--- src/rtl/cmd_parser_pkg.sv ---
// Shared constants for the host command parser: header OP byte layout,
// word-size codes and parser state encodings.
package cmd_parser_pkg;

    localparam logic [3:0] CMD_MAGIC       = 4'hA;

    localparam logic [1:0] CMD_WSIZE_1BYTE = 2'd0;
    localparam logic [1:0] CMD_WSIZE_2BYTE = 2'd1;
    localparam logic [1:0] CMD_WSIZE_4BYTE = 2'd2;

    localparam int         HDR_ADDR_BYTES  = 4;

    localparam logic [2:0] ST_OP   = 3'd0;
    localparam logic [2:0] ST_SIZE = 3'd1;
    localparam logic [2:0] ST_ADDR = 3'd2;
    localparam logic [2:0] ST_RESP = 3'd3;
    localparam logic [2:0] ST_MREQ = 3'd4;

    typedef struct packed {
        logic [3:0] magic;
        logic       aincr;
        logic [1:0] wsize;
        logic       wr;
    } cmd_op_t;

    // An OP byte is accepted only with the right magic and a defined word size.
    function automatic logic op_is_valid(input cmd_op_t op);
        return (op.magic == CMD_MAGIC) &&
               (op.wsize inside {CMD_WSIZE_1BYTE, CMD_WSIZE_2BYTE, CMD_WSIZE_4BYTE});
    endfunction

endpackage

--- src/rtl/cmd_parser_timeout.sv ---
// Idle watchdog for a partially received header: reloads on clear, counts
// down while enabled, and pulses expired once the budget is used up.
module cmd_timeout #(
    parameter int CYCLES = 1000000,
    parameter int W      = $clog2(CYCLES + 1)
) (
    input  logic clk,
    input  logic rst,
    input  logic clear,
    input  logic enable,
    output logic expired
);

    logic [W-1:0] count;

    always_ff @(posedge clk or posedge rst) begin
        if (rst) begin
            count <= '0;
        end else if (clear) begin
            count <= W'(CYCLES - 1);
        end else if (enable && count != '0) begin
            count <= count - W'(1);
        end
    end

    // A clear in the same cycle (a byte arriving) suppresses expiry.
    assign expired = enable && !clear && (count == '0);

endmodule

--- src/rtl/cmd_parser.sv ---
// Host command parser: turns the host Rx byte stream into an MREQ for the
// Wishbone engine, echoes the OP byte, then bridges the payload streams.
module cmd_parser
    import cmd_parser_pkg::*;
#(
    parameter int TIMEOUT_CYCLES = 1000000,
    parameter int TIMEOUT_W      = $clog2(TIMEOUT_CYCLES + 1)
) (
    input  logic        i_clk,
    input  logic        i_rst,
    input  logic        i_rx_valid,
    output logic        o_rx_ready,
    input  logic [7:0]  i_rx_data,
    output logic        o_tx_valid,
    input  logic        i_tx_ready,
    output logic [7:0]  o_tx_data,
    output logic        o_mreq_valid,
    input  logic        i_mreq_ready,
    output logic        o_mreq_wr,
    output logic [1:0]  o_mreq_wsize,
    output logic        o_mreq_aincr,
    output logic [7:0]  o_mreq_size,
    output logic [31:0] o_mreq_addr,
    output logic        o_drx_valid,
    input  logic        i_drx_ready,
    output logic [7:0]  o_drx_data,
    input  logic        i_dtx_valid,
    output logic        o_dtx_ready,
    input  logic [7:0]  i_dtx_data,
    output logic        o_busy,
    output logic [7:0]  o_err_count
);

    logic [2:0]  state;
    logic [7:0]  op_byte;
    logic        mreq_wr;
    logic [1:0]  mreq_wsize;
    logic        mreq_aincr;
    logic [7:0]  mreq_size;
    logic [31:0] mreq_addr;
    logic [1:0]  addr_idx;
    logic [7:0]  err_count;

    cmd_op_t     op_in;
    logic        op_ok;
    logic        in_header;
    logic        waiting;
    logic        hdr_ack;
    logic        timeout_hit;
    logic        bump_err;

    assign op_in     = cmd_op_t'(i_rx_data);
    assign op_ok     = op_is_valid(op_in);
    assign in_header = (state == ST_OP) || (state == ST_SIZE) || (state == ST_ADDR);
    assign waiting   = (state == ST_SIZE) || (state == ST_ADDR);
    assign hdr_ack   = i_rx_valid && in_header;
    assign bump_err  = (hdr_ack && state == ST_OP && !op_ok) || timeout_hit;

    cmd_timeout #(
        .CYCLES (TIMEOUT_CYCLES),
        .W      (TIMEOUT_W)
    ) u_timeout (
        .clk     (i_clk),
        .rst     (i_rst),
        .clear   (hdr_ack || !waiting),
        .enable  (waiting),
        .expired (timeout_hit)
    );

    // Header FSM; a timeout drops back to ST_OP and discards the partial header.
    always_ff @(posedge i_clk or posedge i_rst) begin
        if (i_rst) begin
            state      <= ST_OP;
            op_byte    <= '0;
            mreq_wr    <= 1'b0;
            mreq_wsize <= '0;
            mreq_aincr <= 1'b0;
            mreq_size  <= '0;
            mreq_addr  <= '0;
            addr_idx   <= '0;
            err_count  <= '0;
        end else begin
            if (bump_err && err_count != 8'hFF) begin
                err_count <= err_count + 8'd1;
            end
            case (state)
                ST_OP: begin
                    if (hdr_ack && op_ok) begin
                        op_byte    <= i_rx_data;
                        mreq_wr    <= op_in.wr;
                        mreq_wsize <= op_in.wsize;
                        mreq_aincr <= op_in.aincr;
                        state      <= ST_SIZE;
                    end
                end
                ST_SIZE: begin
                    if (hdr_ack) begin
                        mreq_size <= i_rx_data;
                        addr_idx  <= '0;
                        state     <= ST_ADDR;
                    end else if (timeout_hit) begin
                        state <= ST_OP;
                    end
                end
                ST_ADDR: begin
                    if (hdr_ack) begin
                        mreq_addr[{addr_idx, 3'b000} +: 8] <= i_rx_data;
                        addr_idx <= addr_idx + 2'd1;
                        if (addr_idx == 2'(HDR_ADDR_BYTES - 1)) begin
                            state <= ST_RESP;
                        end
                    end else if (timeout_hit) begin
                        state <= ST_OP;
                    end
                end
                ST_RESP: begin
                    if (i_tx_ready) begin
                        state <= ST_MREQ;
                    end
                end
                ST_MREQ: begin
                    if (i_mreq_ready) begin
                        state <= ST_OP;
                    end
                end
                default: state <= ST_OP;
            endcase
        end
    end

    // Stream routing: header bytes, the echo, then zero-latency payload bridging.
    always_comb begin
        o_rx_ready  = 1'b0;
        o_tx_valid  = 1'b0;
        o_tx_data   = 8'h00;
        o_drx_valid = 1'b0;
        o_drx_data  = 8'h00;
        o_dtx_ready = 1'b0;
        if (in_header) begin
            o_rx_ready = 1'b1;
        end else if (state == ST_RESP) begin
            o_tx_valid = 1'b1;
            o_tx_data  = op_byte;
        end else if (state == ST_MREQ) begin
            if (mreq_wr) begin
                o_drx_valid = i_rx_valid;
                o_drx_data  = i_rx_data;
                o_rx_ready  = i_drx_ready;
            end else begin
                o_tx_valid  = i_dtx_valid;
                o_tx_data   = i_dtx_data;
                o_dtx_ready = i_tx_ready;
            end
        end
    end

    assign o_mreq_valid = (state == ST_MREQ);
    assign o_mreq_wr    = mreq_wr;
    assign o_mreq_wsize = mreq_wsize;
    assign o_mreq_aincr = mreq_aincr;
    assign o_mreq_size  = mreq_size;
    assign o_mreq_addr  = mreq_addr;
    assign o_busy       = (state != ST_OP);
    assign o_err_count  = err_count;

endmodule
--- config.mk ---
export PLATFORM = sky130hd
export DESIGN_NAME = cmd_parser
export DESIGN_NICKNAME = d
export VERILOG_FILES = /design/src/rtl/cmd_parser_pkg.sv /design/src/rtl/cmd_parser_timeout.sv /design/src/rtl/cmd_parser.sv
export SDC_FILE = /design/constraint.sdc
export NUM_CORES = 1
export LEC_CHECK = 0
export CORE_MARGIN = 3
export CORE_UTILIZATION = 54
export CTS_CLUSTER_DIAMETER = 60
export DETAILED_ROUTE_END_ITERATION = 10
export PLACE_DENSITY = 0.9
export SYNTH_ARGS = -nofsm -noshare
export SYNTH_HDL_FRONTEND = slang
export SYNTH_HIERARCHICAL = 1
export SYNTH_SLANG_ARGS = --single-unit
--- constraint.sdc ---
create_clock -name i_clk -period 6.95 [get_ports i_clk]
set_input_delay 1.0425 -clock i_clk [delete_from_list [all_inputs] [get_ports i_clk]]
set_output_delay 1.0425 -clock i_clk [all_outputs]
set_load 0.03 [all_outputs]
==> results of run 1 <==
==> stage by stage <==
step | setup WS (ns) | hold slack [ns] | instance area, um^2
2_1_floorplan | 3.56 | 0.435 | 4130
3_3_place_gp | 2.70 | 0.461 | 5130
3_5_place_dp | 2.45 | 0.459 | 5130
4_1_cts | 2.83 | 0.483 | 5340
5_1_grt | 2.59 | 0.497 | 5340
6_report | 2.80 | 0.476 | 5340
==> final cells by class <==
class | count | area, um^2
flip-flops and latches | 81 | 2030
repair buffers | 98 | 976
well taps | 99 | 124
inverters | 12 | 45.0
clock buffers | 9 | 124
fillers | 490 | 1990
multi-input cells | 309 | 1960
clock inverters | 7 | 85.1
==> report_power, final <==
part	internal [uW]	leakage, uW	total [uW]	switching [uW]
clock network	173	0.000100	365	192
logic	406	0.00108	996	590
registers	608	0.00102	736	128
total	1190	0.00220	2100	910
==> registers in the layout, summed over array words and instances, names as in the netlist <==
| name | flops |
|---|---|
| op_byte | 8 |
| addr_idx | 2 |
| o_err_count | 8 |
| u_timeout/count | 20 |
| o_mreq_addr | 32 |
| o_mreq_size | 8 |
| state | 3 |
==> metal layers <==
layer	vias to the layer above	wire length (um)	track usage, %
li1	1661	-	-
met1	1689	3980	29.2
met2	114	4850	38.2
met3	21	567	4.51
met4	0	210	10.3
met5	-	0	0
==> cells in the mapped netlist, types with 3 or more instances <==
| master | number |
|---|---|
| dfrtp_1 | 81 |
| nand2_1 | 78 |
| o21ai_0 | 31 |
| nor2_1 | 29 |
| mux2_2 | 20 |
| nor4_1 | 16 |
| nor2b_1 | 15 |
| inv_1 | 12 |
| and2_1 | 11 |
| or3_1 | 10 |
| a22o_1 | 9 |
| clkbuf_1 | 9 |
| ha_1 | 9 |
| buf_2 | 8 |
| mux2i_1 | 8 |
| a21oi_1 | 6 |
| nand2b_1 | 6 |
| xor2_1 | 6 |
| nor3b_1 | 5 |
| a211oi_1 | 4 |
| a21o_1 | 3 |
| a31oi_1 | 3 |
| buf_4 | 3 |
| nand3_1 | 3 |
==> path summary, 6_finish.rpt <==
path                                           end  cells after the start
worst max-delay path                o_err_count[6]                      6
worst min register to register          op_byte[5]                      1
max in group asynchronous           o_mreq_addr[3]                      3
worst min-delay path                    op_byte[5]                      1
worst max register to register      o_err_count[6]                      7
min in group asynchronous       u_timeout/count[6]                      2
==> logic make-up (layout without fill, tap and decap cells) <==
logic type	count (synthesis)	count (layout)	share of synthesized area [%]
fa+ha+maj	9	9	2.73
buf+inv	32	126	3.43
mux	29	29	7.67
simple gates	197	197	25.2
flops	81	81	49.1
compound gates	67	67	10.3
xor+xnor	7	7	1.49
==> critical path: cells and delay by family <==
family          cells  cell delay (ns)
simple gates        3             2.09
buf+inv             1             0.60
mux                 1             0.35
compound gates      1             0.32
==> out/results.tsv, run 1 <==
stage	metric	value	unit
status	status	completed	
drt	drt_iter0_markers	257	
clock_network	cts_root_buf	clkbuf_8	
hold_path	hold_class	flip-flop to flip-flop	
final_layout	drive_gt1_share	9.50	%
floorplan	start_util	56.3	%
power_and_ir_drop	pwr_density_cell	393	mW/mm^2
drt	drt-pass1-iter-count	5	
synth	syn_nets	454	
floorplan	num_io_pins	97	
setup_path	max_stage_delay	0.87	ns
setup_path	cp_max_fo	36	
drt	vias	3485	
floorplan	die_w	93.4	um
synth	yosys_warnings	6	
clock_network	hold_buffers	0	
power_and_ir_drop	vdd_drop_max	0.203	mV
placed_design	io_buffers	96	
synth	synthTopCellsByArea	dfrtp_1, nand2_1, mux2_2	
clock_network	post-cts-setup-buffers	0	
drt	wl_per_cell	15.6	um
timing	period_minus_slack	4.15	ns
timing	min_period_over_period	59.7	%
setup_path	crit_start	i_rx_valid	
setup_path	cp-end-kind	flip-flop	
synth	ys_seq_area_share	49.1	%
global_route	grt_pass1_wl	16.0	mm
drt	vias_per_cell	5.67	
clock_network	cts_sinks	81	
synth	yosysTopAreaCellShare	49.1	%
clock_network	htreeDepth	3	
drt	routed_wl	9.61	mm
final_layout	layout_commonest_cell	clkdlybuf4s50_1	
synth	netlist_area	0.00413	mm^2
final_layout	mostFrequentLayoutCells	clkdlybuf4s50_1, dfrtp_1, nand2_1	
drt	drc	0	
global_route	first_global_vias	3430	
final_layout	area_growth	29.4	%
synth	synth_cell_types	50	
final_layout	diodes	0	
timing	slew_violations	0	
floorplan	core_area	0.00733	mm^2
placed_design	dp_hpwl	6.79	mm
setup_path	setup.worst_path.start_class	input pin	
setup_path	worst_ep_required_time	7.20	ns
synth	synth_edf_count	0	
hold_path	worstHoldStart	op_byte[5]	
synth	syn_inst	422	
final_layout	fin_util	72.8	%
global_route	grtUsageTotal	23.0	%
power_and_ir_drop	p_leak	0.00220	uW
final_layout	nNetsFinal	543	
synth	synth_seq_cells	81	
global_route	antenna_found_initial	0	
floorplan	die_area	0.00873	mm^2
clock_network	worstSkewPairLatency	0.37	ns
run	drv_cap	0	
timing	worst_pin_slew	1.08	ns
setup_path	path_cells	clkdlybuf4s50_1, or3_1, nor4b_1, o22ai_2, nor4b_2, mux2_1	
synth	synth_ff_type	dfrtp_1	
placed_design	placed_cells	599	
synth	async_reset_ff_share	100	%
timing	skew	0.0143	ns
global_route	gr-total-overflow	0	
timing	hold_viol	0	
clock_network	post_cts_resized	0	
setup_path	r2r_start	u_timeout/count[15]	
timing	setup_viol	0	
setup_path	cp_data_arrival_time	4.40	ns
clock_network	clk_pin_slew_worst_paths	0.09	ns
clock_network	cts_tree	built	
clock_network	cts.path.max_buffers	2	
drt	ant_nets	0	
clock_network	cts_made_buffers	9	
global_route	grt_max_degree	62	
setup_path	cp_slowest_cell	or3_1	
final_layout	stdcell_count	615	
setup_path	crit_type	input pin to flip-flop	
timing	grt_setup_unrepaired	false	
floorplan	placementRows	31	
floorplan	die_y	93.4	um
timing	relSlewSlack	27.9	%
setup_path	rrSetupSlack	3.31	ns
timing	timing.setup.tns	0	ns
synth	syn_area_per_cell	9.78	um^2
power_and_ir_drop	power	2100	uW
synth	synth_top_area_cell	dfrtp_1	
placed_design	gp_congestion	0.822	
timing	max_freq	0.241	GHz
Power figures use the tool's default switching activity.
==> inputs of run 2 (changes only) <==
--- a/config.mk
+++ b/config.mk
@@ -6,10 +6,10 @@
 export NUM_CORES = 1
 export LEC_CHECK = 0
 export CORE_MARGIN = 3
-export CORE_UTILIZATION = 54
+export CORE_UTILIZATION = 50
 export CTS_CLUSTER_DIAMETER = 60
 export DETAILED_ROUTE_END_ITERATION = 10
-export PLACE_DENSITY = 0.9
+export PLACE_DENSITY = 0.84
 export SYNTH_ARGS = -nofsm -noshare
 export SYNTH_HDL_FRONTEND = slang
 export SYNTH_HIERARCHICAL = 1
==> constraint.sdc (replaced) <==
create_clock -name i_clk -period 4.25 [get_ports i_clk]
set_input_delay 0.6375 -clock i_clk [delete_from_list [all_inputs] [get_ports i_clk]]
set_output_delay 0.6375 -clock i_clk [all_outputs]
set_load 0.03 [all_outputs]
==> run 2 against run 1 <==
Utilization fell by 5.0 points. Clock skew fell by 0.0065 ns. Via count fell by 1.9%. Global-route usage fell by 2.0 points. Critical endpoint unchanged.
==> out/results.tsv, run 2 (same netlist as run 1, synthesis figures left out) <==
stage	metric	value	unit
status	status	completed	
drt	ant_nets	0	
hold_path	worstHoldStart	op_byte[5]	
global_route	grt_max_degree	42	
timing	max_freq	0.288	GHz
floorplan	num_io_pins	97	
global_route	grt_pass1_wl	16.3	mm
drt	wl_per_cell	15.6	um
power_and_ir_drop	vdd_drop_max	0.201	mV
global_route	grtUsageTotal	21.0	%
clock_network	cts.path.max_buffers	2	
timing	timing.setup.tns	0	ns
floorplan	die_y	96.8	um
clock_network	clk_pin_slew_worst_paths	0.08	ns
placed_design	placed_cells	603	
clock_network	cts_made_buffers	9	
drt	routed_wl	9.64	mm
clock_network	hold_buffers	0	
clock_network	cts_root_buf	clkbuf_8	
setup_path	setup.worst_path.start_class	flip-flop	
timing	relSlewSlack	28.4	%
clock_network	post_cts_resized	0	
setup_path	r2r_start	u_timeout/count[0]	
hold_path	holdPathStages	1	
drt	vias	3419	
final_layout	stdcell_count	619	
clock_network	htreeDepth	3	
timing	slew_violations	0	
power_and_ir_drop	pwr_density_cell	638	mW/mm^2
floorplan	start_util	52.3	%
hold_path	holdPathEnd	op_byte[5]	
timing	worst_pin_slew	1.06	ns
drt	vias_per_cell	5.52	
final_layout	largest_register_ffs	32	
floorplan	core_area	0.00789	mm^2
setup_path	path_cells	inv_1, ha_1, nor3b_1, and4b_1, nand2_1, nor4b_1, a21o_1, o22ai_2, nor4b_2, mux2_1	
setup_path	crit_family	simple AND/OR/NAND/NOR gates	
placed_design	dp_hpwl	6.93	mm
timing	min_period_over_period	81.8	%
timing	setup_viol	0	
clock_network	post-cts-setup-buffers	0	
final_layout	drive_gt1_share	9.86	%
timing	hold_viol	0	
drt	drt-pass1-iter-count	4	
setup_path	cp_max_fo	23	
drt	drc	0	
setup_path	cp-end-kind	flip-flop	
final_layout	nNetsFinal	544	
final_layout	regArea	0.00203	mm^2
setup_path	cp_slowest_cell	and4b_1	
global_route	first_global_vias	3327	
setup_path	path_buf_inv	1	
setup_path	timing.rr.end	o_err_count[6]	
timing	grt_setup_unrepaired	false	
final_layout	layout_commonest_cell	clkdlybuf4s50_1	
setup_path	rrSetupSlack	0.77	ns
timing	fin_hold_ws	0.476	ns
setup_path	crit_type	flip-flop to flip-flop	
setup_path	max_stage_delay	0.70	ns
setup_path	cp_data_arrival_time	3.71	ns
final_layout	area_growth	29.6	%
final_layout	nFillCells	592	
placed_design	gp_congestion	0.848	
final_layout	fin_util	67.8	%
hold_path	hold_class	flip-flop to flip-flop	
setup_path	r2r_cells	10	
power_and_ir_drop	power	3410	uW
final_layout	multi_input_area	0.00196	mm^2
floorplan	die_w	96.8	um
power_and_ir_drop	p_leak	0.00220	uW
timing	period_minus_slack	3.48	ns
final_layout	mostFrequentLayoutCells	clkdlybuf4s50_1, dfrtp_1, nand2_1	
global_route	antenna_found_initial	0	
clock_network	cts_sinks	81	
clock_network	cts_tree	built	
floorplan	die_area	0.00938	mm^2
global_route	gr-total-overflow	0	
drt	drt_iter0_markers	144	
run	drv_cap	0	
timing	skew	0.00780	ns
setup_path	worst_ep_required_time	4.48	ns
floorplan	placementRows	32	
placed_design	io_buffers	96	
clock_network	worstSkewPairLatency	0.35	ns
final_layout	diodes	0	
==> run 2: cell count changes in the layout (fill, tap and decap cells not counted), sizes merged <==
cell    change
buf         +1
inv         -1
clkinv      +1
==> run 2: area by class of cell <==
cell class,instances,share of cell area (%)
clock buffers,9,2.32
multi-input cells,309,36.7
flip-flops and latches,81,37.9
inverters,12,0.842
well taps,102,2.39
clock inverters,7,1.43
repair buffers,99,18.4
==> run 2: worst reg2reg max path, cell delays in order (launching register included) <==
cell and delay (ns):
dfrtp_1 0.41, inv_1 0.12, ha_1 0.18, nor3b_1 0.17
and4b_1 0.70, nand2_1 0.11, nor4b_1 0.64, a21o_1 0.16
o22ai_2 0.16, nor4b_2 0.36, mux2_1 0.36
==> run 2: how the worst max path moves through the flow <==
stage	from	to	depth (start not counted)
2_1_floorplan	i_rx_valid	o_err_count[6]	8
3_3_place_gp	u_timeout/count[12]	o_err_count[6]	8
3_5_place_dp	u_timeout/count[12]	o_err_count[6]	8
4_1_cts	u_timeout/count[0]	o_err_count[6]	10
5_1_grt	u_timeout/count[0]	o_err_count[6]	9
6_report	u_timeout/count[0]	o_err_count[6]	10
==> run 2: where the power goes <==
part | leakage [uW] | internal, uW | switching (uW)
registers | 0.00102 | 994 | 218
clock network | 0.0000966 | 276 | 292
logic | 0.00109 | 666 | 965
total | 0.00220 | 1940 | 1480
==> run 2: routing by layer <==
layer	GRT usage [%]	up-vias	wire length, um
li1	-	1652	-
met1	27.1	1654	4180
met2	36.4	99	4890
met3	3.32	14	446
met4	6.70	0	136
met5	0	-	0
==> run 2: through the flow <==
stage,setup slack [ns],instance area (um^2)
2_1_floorplan,1.26,4130
5_1_grt,0.461,5350
6_report,0.773,5350
4_1_cts,0.785,5350
3_5_place_dp,0.871,5150
3_3_place_gp,0.974,5150
==> inputs of run 3 (changes only) <==
--- a/config.mk
+++ b/config.mk
@@ -6,10 +6,10 @@
 export NUM_CORES = 1
 export LEC_CHECK = 0
 export CORE_MARGIN = 3
-export CORE_UTILIZATION = 50
+export CORE_UTILIZATION = 45
 export CTS_CLUSTER_DIAMETER = 60
 export DETAILED_ROUTE_END_ITERATION = 10
-export PLACE_DENSITY = 0.84
+export PLACE_DENSITY = 0.8
 export SYNTH_ARGS = -nofsm -noshare
 export SYNTH_HDL_FRONTEND = slang
 export SYNTH_HIERARCHICAL = 1
==> constraint.sdc (replaced) <==
create_clock -name i_clk -period 3.1 [get_ports i_clk]
set_input_delay 0.465 -clock i_clk [delete_from_list [all_inputs] [get_ports i_clk]]
set_output_delay 0.465 -clock i_clk [all_outputs]
set_load 0.03 [all_outputs]
==> run 3 against run 2 <==
Critical path type is now flip-flop to output pin. Die area rose by 10%. First-iteration DRC count up 33%. Wire length up 7.0%. Utilization is 5.9 points lower. Register-to-register slack worse by 0.46 ns. Sequential share of layout area decreased by 0.74 points. Sequential cell count did not move. Clock-buffer cell count unchanged.
==> out/results.tsv, run 3 (same netlist as run 1, synthesis figures left out) <==
stage	metric	value	unit
drt	drc	0	
final_layout	multi_input_area	0.00197	mm^2
setup_path	cp_slowest_cell	clkdlybuf4s50_1	
power_and_ir_drop	combPwrFrac	48.2	%
setup_path	cp_max_fo	11	
power_and_ir_drop	p_int	2680	uW
global_route	gr-total-overflow	0	
power_and_ir_drop	pwr-share-clk	17.1	%
placed_design	gp_congestion	0.793	
final_layout	area_growth	32.2	%
drt	routed_wl	10.3	mm
setup_path	cp_data_arrival_time	2.44	ns
power_and_ir_drop	pwr_density_cell	869	mW/mm^2
final_layout	largest_register_ffs	32	
final_layout	layout_commonest_cell	clkdlybuf4s50_1	
drt	ant_nets	0	
floorplan	die_w	102	um
setup_path	crit_type	flip-flop to output pin	
clock_network	cts_tree	built	
timing	setup_viol	0	
power_and_ir_drop	p_sw	2060	uW
drt	vias_per_cell	5.43	
global_route	grt_pass1_wl	16.5	mm
final_layout	diodes	0	
timing	relSlewSlack	48.1	%
drt	wl_per_cell	16.2	um
clock_network	clk_pin_slew_worst_paths	0.09	ns
timing	hold_viol	0	
timing	max_freq	0.345	GHz
clock_network	cts_root_buf	clkbuf_8	
placed_design	dp_hpwl	7.61	mm
timing	worst_pin_slew	0.778	ns
clock_network	cts_sinks	81	
floorplan	core_area	0.00881	mm^2
timing	grt_setup_unrepaired	false	
setup_path	r2r_start	state[1]	
drt	drt_iter0_markers	192	
setup_path	path_cells	buf_4, nor2_1, nand2_1, nor2_4, a22o_1, clkdlybuf4s50_1	
final_layout	mostFrequentLayoutCells	clkdlybuf4s50_1, dfrtp_1, nand2_1	
setup_path	setup.worst_path.start_class	flip-flop	
run	drv_cap	0	
power_and_ir_drop	power	4740	uW
hold_path	hold_class	input pin to asynchronous set/reset pin	
floorplan	num_io_pins	97	
final_layout	nFillCells	717	
power_and_ir_drop	pwr-share-seq	34.7	%
clock_network	cts_made_buffers	9	
global_route	first_global_vias	3340	
power_and_ir_drop	p_sw_share	43.4	%
setup_path	max_stage_delay	0.67	ns
floorplan	die_y	102	um
timing	timing.setup.tns	0	ns
drt	vias	3460	
timing	period_minus_slack	2.90	ns
final_layout	nNetsFinal	556	
clock_network	worstSkewPairLatency	0.36	ns
floorplan	placementRows	34	
final_layout	drive_gt1_share	11.9	%
timing	min_period_over_period	93.6	%
setup_path	crit_start	state[0]	
power_and_ir_drop	p_leak	0.00227	uW
global_route	antenna_found_initial	0	
status	status	completed	
setup_path	cp-end-kind	output pin	
final_layout	regArea	0.00203	mm^2
timing	skew	0.0104	ns
global_route	grt_max_degree	36	
floorplan	die_area	0.0104	mm^2
power_and_ir_drop	vdd_drop_max	0.328	mV
timing	fin_hold_ws	0.439	ns
timing	slew_violations	0	
floorplan	start_util	46.9	%
placed_design	io_buffers	96	
drt	drt-pass1-iter-count	4	
clock_network	htreeDepth	3	
clock_network	cts.path.max_buffers	2	
setup_path	worst_ep_required_time	2.63	ns
global_route	grtUsageTotal	20.4	%
[run 3: cell types whose count changed in the layout (fill, tap and decap cells not counted), sizes merged]
cell      change
buf          +12
clkinv        -1
clkinvlp      -1
inv           +2
[run 3: metrics by stage]
| step | setup WS [ns] | utilization [%] | cell area (um^2) | std cells |
|---|---|---|---|---|
| floorplan | 0.235 | - | 4130 | 422 |
| global placement | 0.411 | 59.5 | 5240 | 621 |
| detailed placement | 0.369 | 59.5 | 5240 | 621 |
| CTS | 0.0908 | 61.9 | 5450 | 637 |
| global route | 0.0486 | 61.9 | 5450 | 637 |
| finish | 0.198 | 61.9 | 5450 | 637 |
[run 3: worst max-delay path, delay by kind of cell, from the launching register on]
kind                   cells  cell delay [ns]
AO/OA/AOI/OAI              1             0.19
buffers and inverters      2             0.86
flip-flops                 1             0.43
AND/OR/NAND/NOR            3             0.60
[run 3: routing by layer]
metal / track usage (%) / routed length (um) / up-vias
met1: 24.4 / 4320 / 1661
met5: 0 / 0 / -
met3: 5.30 / 481 / 13
met2: 36.2 / 5420 / 107
li1: - / - / 1679
met4: 6.03 / 90 / 0
[run 3: final timing paths]
path | cells past startpoint | slack [ns] | end
worst max-delay path | 6 | 0.20 | o_tx_data[2]
worst min-delay path | 2 | 0.44 | o_mreq_size[5]
worst max register to register | 9 | 0.31 | o_err_count[6]
worst min register to register | 1 | 0.48 | op_byte[5]
max in group asynchronous | 2 | 2.01 | u_timeout/count[7]
min in group i_clk | 1 | 0.48 | op_byte[5]
[run 3: power groups by stage]
stage	Combinational, uW	Sequential [uW]	Clock, uW
after detailed placement	2280	1660	0
after global routing	2450	1690	878
final	2280	1640	813
after global placement	2220	1640	0
after floorplan	969	2080	0
after CTS	2290	1640	826
[run 3: final cells by class]
type / count / area share, %
clock buffers: 9 / 2.27
clock inverters: 7 / 1.54
inverters: 12 / 0.826
multi-input cells: 309 / 36.0
flip-flops and latches: 81 / 37.2
well taps: 108 / 2.48
repair buffers: 111 / 19.7
[run 3: timing repair]
action                                  in CTS  in global routing
buffers inserted                             0                  0
resized for setup                            0                  2
hold buffers                                 0                  0
endpoints found under the setup margin       0                  9
